[src/rtl/regfile_wb_arbiter.sv]
// regfile_wb_arbiter
//   Arbitrates the single register-file write port among three writeback
//   sources (ALU, load return, mul/div) and keeps a pending-write scoreboard
//   for long-latency destinations.
//
//   Build option: REGFILE_WB_RR_FAIR_EN
//     undefined : fixed priority alu > ld > md
//     defined   : alu first, then ld/md by a shared 1-bit round-robin pointer
//
// Ports
//   clk, rst                    clock, asynchronous active-high reset
//   stall                       pipeline stall (also gates the regfile write)
//   alu_/ld_/md_valid,addr,data writeback requests
//   alu_/ld_/md_ready           request accepted this cycle
//   iss_valid, iss_addr         long-latency op issued (sets scoreboard)
//   rs_addr_q, rt_addr_q        decode-stage source addresses
//   rs_busy, rt_busy            source has an outstanding long-latency write
//   wb_addr, wb_data            regfile write port (address 0 = no write)
//   busy_mask                   scoreboard contents (debug)
module regfile_wb_arbiter #(
    parameter int DATA_W = 32,
    parameter int ADDR_W = 5
) (
    input  logic                   clk,
    input  logic                   rst,
    input  logic                   stall,
    input  logic                   alu_valid,
    input  logic [ADDR_W-1:0]      alu_addr,
    input  logic [DATA_W-1:0]      alu_data,
    output logic                   alu_ready,
    input  logic                   ld_valid,
    input  logic [ADDR_W-1:0]      ld_addr,
    input  logic [DATA_W-1:0]      ld_data,
    output logic                   ld_ready,
    input  logic                   md_valid,
    input  logic [ADDR_W-1:0]      md_addr,
    input  logic [DATA_W-1:0]      md_data,
    output logic                   md_ready,
    input  logic                   iss_valid,
    input  logic [ADDR_W-1:0]      iss_addr,
    input  logic [ADDR_W-1:0]      rs_addr_q,
    input  logic [ADDR_W-1:0]      rt_addr_q,
    output logic                   rs_busy,
    output logic                   rt_busy,
    output logic [ADDR_W-1:0]      wb_addr,
    output logic [DATA_W-1:0]      wb_data,
    output logic [(1<<ADDR_W)-1:0] busy_mask
);

    localparam int NREG = 1 << ADDR_W;

    logic            aluHs;
    logic            ldHs;
    logic            mdHs;
    logic [NREG-1:0] busyNext;

`ifdef REGFILE_WB_RR_FAIR_EN
    typedef enum logic {PTR_LD = 1'b0, PTR_MD = 1'b1} rrPtr_e;
    rrPtr_e rrPtrQ;
    rrPtr_e rrPtrNext;
`endif

    // Each ready is the "you would win if you were valid" signal, built only
    // from higher-priority valids and stall; it never looks at its own valid.
    // Ready may therefore be high on an idle source, but only one valid
    // source ever sees ready, so at most one handshake occurs per cycle.
    always_comb begin
        alu_ready = ~stall;
`ifdef REGFILE_WB_RR_FAIR_EN
        ld_ready  = ~stall & ~alu_valid & ((rrPtrQ == PTR_LD) | ~md_valid);
        md_ready  = ~stall & ~alu_valid & ((rrPtrQ == PTR_MD) | ~ld_valid);
`else
        ld_ready  = ~stall & ~alu_valid;
        md_ready  = ~stall & ~alu_valid & ~ld_valid;
`endif
    end

    assign aluHs = alu_valid & alu_ready;
    assign ldHs  = ld_valid  & ld_ready;
    assign mdHs  = md_valid  & md_ready;

`ifdef REGFILE_WB_RR_FAIR_EN
    always_comb begin
        rrPtrNext = rrPtrQ;
        if (ldHs)
            rrPtrNext = PTR_MD;
        else if (mdHs)
            rrPtrNext = PTR_LD;
    end

    always_ff @(posedge clk or posedge rst) begin
        if (rst)
            rrPtrQ <= PTR_LD;
        else
            rrPtrQ <= rrPtrNext;
    end
`endif

    // Write port register. Under stall both fields hold so the pending write
    // commits once on the first unstalled cycle; the following edge then
    // loads a new write or address 0.
    always_ff @(posedge clk or posedge rst) begin
        if (rst) begin
            wb_addr <= '0;
            wb_data <= '0;
        end else if (!stall) begin
            if (aluHs) begin
                wb_addr <= alu_addr;
                wb_data <= alu_data;
            end else if (ldHs) begin
                wb_addr <= ld_addr;
                wb_data <= ld_data;
            end else if (mdHs) begin
                wb_addr <= md_addr;
                wb_data <= md_data;
            end else begin
                wb_addr <= '0;
            end
        end
    end

    // Scoreboard: clear first, then set, so a same-address set wins.
    always_comb begin
        busyNext = busy_mask;
        if (ldHs)
            busyNext[ld_addr] = 1'b0;
        else if (mdHs)
            busyNext[md_addr] = 1'b0;
        if (iss_valid && !stall && (iss_addr != '0))
            busyNext[iss_addr] = 1'b1;
        busyNext[0] = 1'b0;
    end

    always_ff @(posedge clk or posedge rst) begin
        if (rst)
            busy_mask <= '0;
        else
            busy_mask <= busyNext;
    end

    // Entry 0 is never set, so address 0 always reads not-busy.
    assign rs_busy = busy_mask[rs_addr_q];
    assign rt_busy = busy_mask[rt_addr_q];

endmodule

[config.mk]
export PLATFORM = sky130hd
export DESIGN_NAME = regfile_wb_arbiter
export DESIGN_NICKNAME = d
export VERILOG_FILES = /design/src/rtl/regfile_wb_arbiter.sv
export SDC_FILE = /design/constraint.sdc
export NUM_CORES = 1
export LEC_CHECK = 0
export BUFFER_PORTS_ARGS = -buffer_cell sky130_fd_sc_hd__buf_2
export CORE_MARGIN = 5
export CORE_UTILIZATION = 45
export CTS_CLUSTER_SIZE = 14
export DETAILED_ROUTE_END_ITERATION = 10
export GPL_ROUTABILITY_DRIVEN = 0
export PLACE_DENSITY = 0.85
export SYNTH_ARGS = -nofsm -noshare
export SYNTH_HDL_FRONTEND = slang
export SYNTH_SLANG_ARGS = --single-unit
export TNS_END_PERCENT = 20
[constraint.sdc]
create_clock -name clk -period 3.4 [get_ports clk]
set_clock_uncertainty 0.05 [all_clocks]
set_input_delay 0 -clock clk [delete_from_list [all_inputs] [get_ports clk]]
set_output_delay 0 -clock clk [all_outputs]
set_load 0.01 [all_outputs]
# After elaboration in Yosys (flattened, before gate mapping)
# Cells that the tools add are included.
# word_totals
register_bits	68
input_bits	133
out_inout_bits	74
word_cells	52
# classes
bitwise	13
reduce_logical	9
mux	19
n_lt_le_gt_ge	8
# op_table
operator	count
2-to-1 mux 32 bit	6
bitwise AND 32 bit	2
inverter 32 bit	2
OR 32 bit	1
less-than comparator 5 x 6 -> 1 bit, second input constant	5
demux 1 bit (select 5 bit)	3
>= comparator 5 x 1 -> 1 bit, second input constant	3
2-to-1 mux 5 bit	3
binary-select mux 1 bit (select 5 bit)	2
bitwise AND 1 bit	5
logical AND 1 bit	5
2-to-1 mux 1 bit	5
nonzero test 5 bit	1
inverter 1 bit	3
nonzero test 3 bit	1
AND reduction 2 bit	1
logical NOT 1 bit	1

# Logic depth before layout (Yosys ltp)
# depth
depth_word	10
depth_mapped	7
depth_no_buf	4

# Worst setup path before layout
# Ideal clock, no wire load.
# synth_timing
path_kind	input to register
start	input port alu_valid
end	register busy_mask[24]
required_time_ns	3.219
n_path_buf	3
setup_ns	0.131
arrival_ns	1.356
cell_stages	7
slack_ns	1.862
cell_sequence	buf_2 or3b_1 buf_2 or3_1 buf_2 o31ai_2 o22ai_1
# synth_between
elab_chain_len	8
elab_cells_between_ends	9
classes_between	mux (3); bitwise (6)
# synth_rtl
item	line	source
from (decl)	27	input logic alu_valid,
inverter 1 bit *	73, 74	
bitwise AND 1 bit *	73, 74	
bitwise AND 1 bit	74	md_ready = ~stall & ~alu_valid & ~ld_valid;
bitwise AND 1 bit	80	assign mdHs = md_valid & md_ready;
2-to-1 mux 32 bit	127	else if (mdHs)
2-to-1 mux 32 bit *	125	if (ldHs)
OR 32 bit (no line)	n/a	
2-to-1 mux 32 bit *	129	if (iss_valid && !stall && (iss_addr != '0))
net busyNext[24]	55	logic [NREG-1:0] busyNext;
to (signal assigned)	138	busy_mask <= busyNext;
to (decl)	47	output logic [(1<<ADDR_W)-1:0] busy_mask
# The timed path passes the listed nets; every way through them passes the cells marked *.
# A chain may end at the register's enable or synchronous reset.

# Final worst setup path
# layout_timing
start	input port alu_valid
end	register wb_data[15]
# layout_between
elab_chain_len	6
elab_cells_between_ends	10
classes_between	mux (2); bitwise (6); reduce/logical (2)
# layout_rtl
item	line	source
inverter 1 bit	73, 74	
bitwise AND 1 bit	73, 74	
bitwise AND 1 bit	74	
bitwise AND 1 bit	80	
nonzero test 3 bit (no line)	n/a	
AND reduction 2 bit (no line)	n/a	
to (signal assigned)	109	wb_data <= alu_data;
to (signal assigned)	112	wb_data <= ld_data;
to (signal assigned)	115	wb_data <= md_data;
to (decl)	46	output logic [DATA_W-1:0] wb_data,
# Several ways; a longest one is shown, not always the timed one.

==> impl_metrics.tcl <==
set metrics [dict create \
    status "finished clean" \
    cts_tree "done" \
    root_buffer "clkbuf_8" \
    setup_viol_count_final 0 \
    cp_max_fo 35 \
    routedWlPerCell_um 18.4 \
    drive_gt1_frac 0.307 \
    ff_latch_area_mm2 0.00170 \
    synth_fa_ha_area_frac 0 \
    dp_slack_ns 1.06 \
    startpoint "alu_valid" \
    grt_overflow_total 0 \
    worst-setup-path-type "input pin to register" \
    grt_pass1_vias 5252 \
    grt_usage 0.287 \
    hp-start "ld_data[9]" \
    slowest_delay_ns 1.01 \
    yosys_warnings 0 \
    p_clk_frac 0.277 \
    vias 5367 \
    synth-async-reset-ratio 1.00 \
    cts_hold_buffers 75 \
    finalCritPeriodShare 0.676 \
    die_h_um 108 \
    r2r_start "wb_addr[2]" \
    wirelength_um 16800 \
    ctsResizeCount 0 \
    syn_avg_cell_area_um2 8.30 \
    slowest_stage "or3b_1" \
    finalHoldViolCount 0 \
    drt_iter0_drc 443 \
    ys_types 44 \
    ys_ff_latch 68 \
    fin_ws_ns 1.10 \
    tightestPinTransition_ns 1.26 \
    syn-num-nets 653 \
    power_mw 2.65 \
    drc 0 \
    drt_pass1_iterations 5 \
    routed_via_density 5.89 \
    synth-compound-area-share 0.200 \
    final_area_mm2 0.00636 \
    place_area_mm2 0.00538 \
    clkTransAtPathRegs_ns 0.07 \
    synthMuxAreaShare 0.0730 \
    max_freq_mhz 435 \
    rsz0062_at_grt "false" \
    num-fill-cells 707 \
    cp.required_ns 3.64 \
    grt_pass1_wl_um 26400 \
    crit_arrival_ns 2.54 \
    nNetsFinal 910 \
    area_delta_synth_final_pct 47.3 \
    cts_made_buffers 9 \
    ios 207 \
    p_sw_frac 0.330 \
    antenna_cells 0 \
    syn_area_mm2 0.00432 \
    path_cells "buf_2 -> or3b_1 -> nand2_1 -> and3_1 -> o31ai_1 -> dlygate4sd3_1" \
    dieArea_mm2 0.0117 \
    hold_path.class "input pin to register" \
    r2r_setup_slack_ns 1.96 \
    coreArea_mm2 0.00928 \
    final_antenna_net_count 0 \
    setup_tns_ns 0 \
    ys.flop_type "dfrtp_1" \
    drv_slew 0 \
    seq_area_frac_synth 0.394 \
    p_int_mw 1.77 \
    combPwrFrac 0.317 \
    synth-simple-area-share 0.288 \
    antenna_found_initial 0 \
    power_frac_seq 0.406 \
    final_common_cell "buf_2" \
    rows 35 \
    ir_worst_vdd_mv 0.196 \
    die_w_um 108 \
    final.min_clock_period_ns 2.30 \
    htreeDepth 3 \
    powerDensity_mw_per_mm2 416 \
    synthXorXnorAreaFrac 0 \
    leakagePower_nw 3.10 \
    cts.sinks 68 \
    cp-start-kind "input pin" \
    clock_latency_ns 0.35 \
    grt_max_degree 65 \
    post_cts_buffers 0 \
    cts_buffer_depth 2 \
    relSlewSlack 0.163 \
    synthCells 520 \
    dp_hpwl_um 11400 \
    synth_top_family_by_area "simple AND/OR/NAND/NOR gates" \
    portBuffers 205 \
    p_sw_mw 0.873 \
    cap_violations 0 \
    multi_input_area_mm2 0.00244 \
    synth_enable_flop_cells 0 \
    initial_core_util 0.465 \
    critPathCaptureType "register" \
    final_cell_mix "buf_2 (205), nand2_1 (116), dlygate4sd3_1 (76), dfrtp_1 (68), nor2_1 (41)" \
]
## metal layers
| layer | GRT usage | vias up | share of wire |
|---|---|---|---|
| met4 | 0.133 | 0 | 0.038 |
| met5 | 0 | - | 0 |
| met2 | 0.471 | 407 | 0.47 |
| met1 | 0.351 | 2505 | 0.37 |
| met3 | 0.0794 | 56 | 0.12 |
| li1 | - | 2399 | - |
## sequential cells by signal, summed over array words and instances (netlist names)
| signal | cells |
|---|---|
| busy_mask | 31 |
| wb_addr | 5 |
| wb_data | 32 |
## cells in the mapped netlist, types with 2 or more instances
cell	n	area [um^2]
a211oi_1	2	15.0
buf_2	7	35.0
nand4_1	3	18.8
a21oi_1	15	75.1
inv_1	6	22.5
nor2b_1	13	81.3
and3_1	32	200
mux4_2	6	135
o21ai_0	27	135
mux2i_1	18	180
o22ai_1	6	37.5
o31ai_2	2	25.0
buf_1	3	11.3
o2111ai_1	2	17.5
nor2_1	41	154
nand2b_1	6	37.5
nor3b_1	2	15.0
dfrtp_1	68	1700
or3_1	3	18.8
o31ai_1	35	263
or3b_2	2	17.5
o221ai_1	24	210
o211ai_1	2	15.0
nand3b_1	10	75.1
clkbuf_1	27	101
and2_1	2	12.5
nor3_1	2	10.0
nand2_1	116	435
nand3_1	18	90.1
and3b_1	2	17.5
o41ai_1	2	17.5
a22oi_1	4	30.0
## layout make-up
type                    instances  share of cell area
clock buffers                   9              0.0195
clock inverters                 7              0.0144
inverters                       6             0.00354
multi-input cells             407               0.384
flip-flops and latches         68               0.268
well taps                     129              0.0254
repair buffers                285               0.286
## power groups by stage
stage | combinational, mW | clock, mW | sequential (mW)
after floorplan | 0.340 | 0 | 1.11
after global placement | 0.689 | 0 | 1.07
after detailed placement | 0.709 | 0 | 1.08
after CTS | 0.819 | 0.735 | 1.07
after global routing | 0.910 | 0.780 | 1.09
final | 0.839 | 0.732 | 1.07
## worst paths after layout
| kind | endpoint | depth (start not counted) |
|---|---|---|
| max in group asynchronous | busy_mask[7] | 4 |
| min in group asynchronous | wb_addr[4] | 3 |
| hold / removal | wb_data[9] | 4 |
| setup / recovery | wb_data[15] | 6 |
| setup reg to reg | wb_addr[2] | 2 |
| hold reg to reg | wb_data[9] | 2 |
## logic make-up after synthesis
kind of cell / after synthesis
buf+inv: 45
mux: 24
other cells: 1
simple gates: 258
compound gates: 124
flops: 68
## per-stage QoR
step                       util  instances  hold WS (ns)
after floorplan               -        520        0.0908
after global placement    0.580        819         0.252
after detailed placement  0.580        819         0.252
after CTS                 0.684        910       0.00370
after global routing      0.685        911        0.0101
final                     0.685        911       0.00991
## worst max-delay path, delay by kind of cell
kind,cells,cell delay [ns]
and+or+nand+nor,3,1.38
AOI/OAI and AO/OA,1,0.27
buffers and inverters,2,0.87
Note: power is estimated with default switching activity, not from simulation.
